## src/rtl/usb_pkg.sv

```systemverilog
// Shared definitions for the USB transfer engine.
//  - TX FSM state encoding (plain localparams, legacy-compatible)
//  - CCR / STA bit indices and default register byte addresses
//  - byte_sel(): picks byte idx (0 = LSB) out of a 32-bit word
package usb_pkg;

  // Control register (CCR) bit indices
  localparam int CCR_EN = 0;
  localparam int CCR_TX = 1;
  localparam int CCR_RX = 2;

  // Status (STA) bit indices
  localparam int STA_TX_BUSY  = 0;
  localparam int STA_RX_VALID = 1;

  // Register byte addresses on the peripheral ports
  localparam logic [31:0] TX_ADDR_DEF = 32'h8;  // TXDATA, reg 2
  localparam logic [31:0] RX_ADDR_DEF = 32'h4;  // RXDATA, reg 1

  // TX FSM states
  localparam logic [1:0] T_IDLE = 2'd0;
  localparam logic [1:0] T_LOAD = 2'd1;
  localparam logic [1:0] T_SEND = 2'd2;

  function automatic logic [7:0] byte_sel(input logic [31:0] word, input logic [1:0] idx);
    return word[{idx, 3'b000} +: 8];
  endfunction

endpackage

```

## src/rtl/usb_rx_packer.sv

```systemverilog
// Packs four received bytes (first byte in the LSB) into one 32-bit word.
// Ports:
//  clk_i, rst_i   clock, synchronous active-high reset
//  clr_i          engine disabled: drop any partial word
//  rx_en_i        receive enabled (CCR enable & rx enable)
//  rx_full_i      previous word not yet acknowledged
//  rx_data_i/rx_valid_i/rx_ready_o   byte stream handshake
//  wr_pend_o      one-cycle flag: word complete, write it this cycle
//  word_o         packed word
module usb_rx_packer
  import usb_pkg::*;
(
  input  logic        clk_i,
  input  logic        rst_i,
  input  logic        clr_i,
  input  logic        rx_en_i,
  input  logic        rx_full_i,
  input  logic [7:0]  rx_data_i,
  input  logic        rx_valid_i,
  output logic        rx_ready_o,
  output logic        wr_pend_o,
  output logic [31:0] word_o
);

  logic [1:0]  rcnt_q;
  logic [31:0] rx_sh_q;
  logic        wr_pend_q;
  logic        rx_hs;

  // Backpressure rather than overrun: stall while a word is waiting or unacknowledged.
  assign rx_ready_o = rx_en_i & ~rx_full_i & ~wr_pend_q;
  assign rx_hs      = rx_valid_i & rx_ready_o;

  // NOTE: sequential state uses non-blocking assignments so every register
  // samples the pre-edge values of its neighbours.
  always_ff @(posedge clk_i) begin
    if (rst_i) begin
      rcnt_q    <= 2'd0;
      rx_sh_q   <= 32'd0;
      wr_pend_q <= 1'b0;
    end else begin
      // Pending lasts exactly one cycle: no byte can be taken while it is set.
      wr_pend_q <= rx_hs & (rcnt_q == 2'd3);
      if (clr_i) begin
        rcnt_q <= 2'd0;
      end else if (rx_hs) begin
        rx_sh_q[{rcnt_q, 3'b000} +: 8] <= rx_data_i;
        rcnt_q                         <= rcnt_q + 2'd1;  // wraps to 0 after byte 3
      end
    end
  end

  assign wr_pend_o = wr_pend_q;
  assign word_o    = rx_sh_q;

endmodule

```

## src/rtl/usb_xfer_engine.sv

```systemverilog
// Peripheral-side USB transfer engine.
//  TX: on a start edge, reads TXDATA and streams it out LSB byte first.
//  RX: packs four bytes into a word and writes it to RXDATA, then holds
//      off further bytes until firmware acknowledges via status bit 1.
// Ports:
//  clk_i, rst_i                 clock, synchronous active-high reset
//  usb_ccr_nxt_i[2:0]           CCR next value {rx en, tx start, enable}
//  usb_sta_1_i                  status bit 1 as held in reg 3
//  usb_sta_o[1:0]               {rx word valid, tx busy}
//  rdaddr_perip / data_o_perip  TXDATA read port
//  write_perip / wraddr_perip / data_i_perip   RXDATA write port
//  tx_data_o/tx_valid_o/tx_ready_i             outgoing byte stream
//  rx_data_i/rx_valid_i/rx_ready_o             incoming byte stream
module usb_xfer_engine
  import usb_pkg::*;
#(
  parameter logic [31:0] TX_ADDR = TX_ADDR_DEF,
  parameter logic [31:0] RX_ADDR = RX_ADDR_DEF
) (
  input  logic        clk_i,
  input  logic        rst_i,
  input  logic [2:0]  usb_ccr_nxt_i,
  input  logic        usb_sta_1_i,
  output logic [1:0]  usb_sta_o,
  output logic [31:0] rdaddr_perip,
  input  logic [31:0] data_o_perip,
  output logic        write_perip,
  output logic [31:0] wraddr_perip,
  output logic [31:0] data_i_perip,
  output logic [7:0]  tx_data_o,
  output logic        tx_valid_o,
  input  logic        tx_ready_i,
  input  logic [7:0]  rx_data_i,
  input  logic        rx_valid_i,
  output logic        rx_ready_o
);

  logic [2:0]  ccr_q;
  logic        start_q;
  logic        start_pulse;
  logic [1:0]  state_q, state_d;
  logic [1:0]  cnt_q, cnt_d;
  logic [31:0] tx_sh_q, tx_sh_d;
  logic        tx_hs;
  logic        rx_full_q, rx_full_d;
  logic        rx_full_dly_q;
  logic        wr_pend;

  // Edge-detect on the start bit: a held bit runs one transfer only.
  assign start_pulse = ccr_q[CCR_EN] & ccr_q[CCR_TX] & ~start_q;

  // Gating with enable drops valid in the same cycle the disable is seen.
  assign tx_valid_o = (state_q == T_SEND) & ccr_q[CCR_EN];
  assign tx_hs      = tx_valid_o & tx_ready_i;
  assign tx_data_o  = byte_sel(tx_sh_q, cnt_q);

  // NOTE: every combinational output gets a default first so no path leaves
  // it unassigned (which would infer a latch).
  always_comb begin
    state_d = state_q;
    cnt_d   = cnt_q;
    tx_sh_d = tx_sh_q;
    case (state_q)
      T_IDLE: if (start_pulse) state_d = T_LOAD;
      T_LOAD: begin
        tx_sh_d = data_o_perip;
        cnt_d   = 2'd0;
        state_d = T_SEND;
      end
      T_SEND: if (tx_hs) begin
        cnt_d = cnt_q + 2'd1;
        if (cnt_q == 2'd3) state_d = T_IDLE;
      end
      default: state_d = T_IDLE;
    endcase
    // Disable aborts any transfer in progress.
    if (!ccr_q[CCR_EN]) state_d = T_IDLE;
  end

  // rx_full sets on the RXDATA write; the clear requires rx_full to have been
  // set for a cycle already so the stale reg 3 echo cannot clear it.
  always_comb begin
    rx_full_d = rx_full_q;
    if (wr_pend)                                      rx_full_d = 1'b1;
    else if (rx_full_q & rx_full_dly_q & ~usb_sta_1_i) rx_full_d = 1'b0;
  end

  always_ff @(posedge clk_i) begin
    if (rst_i) begin
      ccr_q         <= 3'd0;
      start_q       <= 1'b0;
      state_q       <= T_IDLE;
      cnt_q         <= 2'd0;
      tx_sh_q       <= 32'd0;
      rx_full_q     <= 1'b0;
      rx_full_dly_q <= 1'b0;
    end else begin
      ccr_q         <= usb_ccr_nxt_i;
      start_q       <= ccr_q[CCR_TX];
      state_q       <= state_d;
      cnt_q         <= cnt_d;
      tx_sh_q       <= tx_sh_d;
      rx_full_q     <= rx_full_d;
      rx_full_dly_q <= rx_full_q;
    end
  end

  usb_rx_packer u_rx_packer (
    .clk_i      (clk_i),
    .rst_i      (rst_i),
    .clr_i      (~ccr_q[CCR_EN]),
    .rx_en_i    (ccr_q[CCR_EN] & ccr_q[CCR_RX]),
    .rx_full_i  (rx_full_q),
    .rx_data_i  (rx_data_i),
    .rx_valid_i (rx_valid_i),
    .rx_ready_o (rx_ready_o),
    .wr_pend_o  (wr_pend),
    .word_o     (data_i_perip)
  );

  assign write_perip              = wr_pend;
  assign rdaddr_perip             = TX_ADDR;
  assign wraddr_perip             = RX_ADDR;
  assign usb_sta_o[STA_TX_BUSY]   = (state_q != T_IDLE);
  assign usb_sta_o[STA_RX_VALID]  = rx_full_q;

endmodule

```

## config.mk

```make
export PLATFORM = sky130hd
export DESIGN_NAME = usb_xfer_engine
export DESIGN_NICKNAME = d
export VERILOG_FILES = /design/src/rtl/usb_pkg.sv /design/src/rtl/usb_rx_packer.sv /design/src/rtl/usb_xfer_engine.sv
export SDC_FILE = /design/constraint.sdc
export NUM_CORES = 1
export LEC_CHECK = 0
export ABC_AREA = 1
export ABC_CLOCK_PERIOD_IN_PS = 1800
export CORE_ASPECT_RATIO = 1.5
export CORE_UTILIZATION = 44
export DETAILED_ROUTE_END_ITERATION = 6
export GPL_ROUTABILITY_DRIVEN = 0
export GPL_TIMING_DRIVEN = 0
export PLACE_DENSITY = 0.78
export SLEW_MARGIN = 20
export SYNTH_ARGS = -nofsm -noshare
export SYNTH_HDL_FRONTEND = slang
export SYNTH_HIERARCHICAL = 1
export SYNTH_SLANG_ARGS = --single-unit
```

## constraint.sdc

```tcl
create_clock -name clk_i -period 1.8 [get_ports clk_i]
set_input_delay 0.27 -clock clk_i [delete_from_list [all_inputs] [get_ports clk_i]]
set_output_delay 0.27 -clock clk_i [all_outputs]
set_load 0.005 [all_outputs]
```

==> results of run 1 <==
-- worst max-delay path, stage by stage (launching register included) --
cell and delay (ns):
dfxtp_4 0.37, o21ai_0 0.36, o22ai_1 0.14, dlygate4sd2_1 0.28
-- final timing paths --
path	start	end	slack, ns	cells after the start
setup / recovery	cnt_q[0]$_SDFFE_PP0P_	tx_data_o[5]	0.05	3
hold / removal	start_q$_SDFF_PP0_	state_q[0]$_SDFFE_PP0P_	0.41	1
hold reg to reg	start_q$_SDFF_PP0_	state_q[0]$_SDFFE_PP0P_	0.41	1
setup reg to reg	u_rx_packer/rcnt_q[0]$_SDFFE_PP0P_	u_rx_packer/word_o[30]$_SDFFE_PP0P_	0.12	7
-- flip-flops by register name, summed over array words and instances (netlist names) --
| register | cells |
|---|---|
| cnt_q | 2 |
| u_rx_packer/word_o | 32 |
| state_q | 2 |
| start_q | 1 |
| rx_full_dly_q | 1 |
| u_rx_packer/wr_pend_o | 1 |
| tx_sh_q | 32 |
| rx_full_q | 1 |
| ccr_q | 3 |
| u_rx_packer/rcnt_q | 2 |
-- what timing repair did --
action                                  CTS  global route
buffers inserted                          3             1
endpoints found under the setup margin   19            11
resized for setup                        27             8
pin swaps                                 1             1
-- layout make-up --
class | instances | area, µm² | area share [%]
Clock buffer | 12 | 256.5 | 4.513
Multi-Input combinational cell | 411 | 1851 | 32.56
Sequential cell | 77 | 1553 | 27.32
Timing Repair Buffer | 96 | 943.4 | 16.60
Clock inverter | 4 | 70.07 | 1.233
Buffer | 86 | 644.4 | 11.34
Tap cell | 110 | 137.6 | 2.422
Inverter | 60 | 227.7 | 4.007
-- synth_stat cells --
library cell / count / area (µm²)
nor2_4: 2 / 22.52
nor3_1: 7 / 35.03
nor2_1: 155 / 581.8
inv_2: 6 / 22.52
nand2_1: 64 / 240.2
nand2_2: 1 / 6.260
a21oi_1: 11 / 55.05
nand3_2: 4 / 40.04
dfxtp_1: 77 / 1541
ha_1: 6 / 75.07
nor4_1: 4 / 25.02
buf_6: 5 / 56.30
buf_4: 68 / 510.5
clkbuf_1: 3 / 11.26
clkinv_1: 1 / 3.750
clkbuf_4: 1 / 7.510
o22ai_1: 8 / 50.05
conb_1: 2 / 7.510
nand3_1: 17 / 85.08
o21ai_0: 43 / 215.2
inv_1: 53 / 198.9
a211oi_1: 1 / 7.510
o21ai_1: 7 / 35.03
clkbuf_2: 1 / 5.000
buf_2: 9 / 45.04
nand4_1: 17 / 106.4
-- cells in the final DEF (no fill, tap or decap), types with 9 or more instances in the layout --
cell / Yosys / layout
nand2_1: 64 / 64
nor2_1: 155 / 153
inv_1: 53 / 50
clkdlybuf4s50_1: 0 / 83
nand3_1: 17 / 17
clkbuf_16: 0 / 9
dfxtp_1: 77 / 72
o21ai_0: 43 / 41
nand4_1: 17 / 17
buf_4: 68 / 72
conb_1: 2 / 64
o21ai_1: 7 / 9
a21oi_1: 11 / 11
-- power by group --
group	leakage, µW	internal (µW)	switching, µW
registers	0.000625	1720	10.6
logic	0.00204	217	157
clock network	0.000163	1280	664
total	0.00283	3220	831
-- layer usage --
metal  wire (µm)  track usage (%)  part of all wire [%]
met2        5585            41.08                    54
met4         379            14.62                   3.7
met3         546            2.857                   5.3
met1        3820            20.83                    37
met5           0                0                     0
-- cell families after synthesis --
family | synth area share [%]
adder cells (fa/ha/maj) | 1.881
AO/OA/AOI/OAI | 9.094
other | 0.1882
buffers and inverters | 21.57
flip-flops | 38.63
AND/OR/NAND/NOR | 28.63
-- per-stage QoR --
step	total power (µW)	instance area, µm²	cells	utilization (%)
after global placement	2130	5281	837	59.82
after CTS	4075	5652	855	64.02
after global routing	4201	5683	856	64.37
final	4055	5683	856	64.37
after floorplan	1982	4223	635	-
after detailed placement	2132	5281	837	59.82
==> results.md, run 1 <==
* Leak Pwr at between 0.002 and 0.003 µW
* Worst hold margin at 0.4054 ns
* First-pass GRT wire length at about 16000 µm
* Clk pin slew, worst setup/hold paths at ~0.06 ns
* IO Count at around 160
* Sequential area share after synthesis at 38.63%
* Vias in the first global route at 3668
* Syn-to-layout area delta at 42.43%
* Vias at between 3000 and 4000
* Count of input and output buffers at 92
* Overflow after GRT at 0
* Clock Latency Late Sink at between 0.3 and 0.4 ns
* WP data required at about 1.5 ns
* Final net count at 795
* Hold WC Path Type: reg -> reg
* Clock skew at around 0.006 ns
* Max VDD drop at ~520 µV
* First-pass DRT Iterations at 4
* Half-perimeter wire length after placement at 7968 µm
* Unique masters post-synth at 26
* Max Clk Rate at 571.5 MHz
* Setup TNS at 0 ns
* Layout filler cell count at a little under 800
* Htree depth at 3
* Initial Util at 45.20%
* CTS Buf Count at 9
* # DRC at 0
* Core area at roughly 9000 µm²
* Slew Viols, Final at 0
* Routed WL per cell at about 12 µm
* Status: finished, final reports clean
* Final Hold Vio Count at 0
* Worst Setup End Kind: output port
* Synthesized flop and latch total at 77
* Synth warn at 6
* Clk buf depth at 2
* Die Width at 79.76 µm
* Full die area at between 9000 and 10000 µm²
* Count of final setup violators at 0
* Via/cell ratio at between 4 and 5
* Total GRT Usage at 21.71%
* Root Buffer: clkbuf_16
* Part of the cycle the worst path needs at just under 100%
* Site Rows at 42
* DP Worst Slack at -0.1065 ns
* Antenna viol nets, final at 0
* TritonCTS clock tree: done
* Clock sink count at slightly below 80
* Largest net degree at the start of global routing at 13
* PwrDens at 713.5 nW/µm²
* Post-Synthesis Cells at around 570
* Final WL at between 10000 and 15000 µm
* Ant diodes at 0
* Initial DRC Count at approximately 120
* Final WS setup at between 0.05 and 0.06 ns
* Mapped Area at around 4000 µm²
* Initial antenna violation count at 0
* Startpoint class of the critical path: flip-flop
* Die height at approximately 120 µm
* Max-Cap Viols at 0
* Final min period at 1.750 ns
* CTS Hold Bufs at 0
* Avg Cell Area, Syn at ~7 µm²
* Crit Path Max Fanout at 6
* Critical Path AT at around 1.5 ns
* Critical path class: reg -> out
* Layout cells sized above 1 at around 18%
Note: power is estimated with default switching activity, not from simulation.
==> run 2: changes to the inputs <==
Settings changed: SLEW_MARGIN 20 to 5.
==> results of run 2 <==
No change in the layout: final DEF, timing and power equal those of run 1.
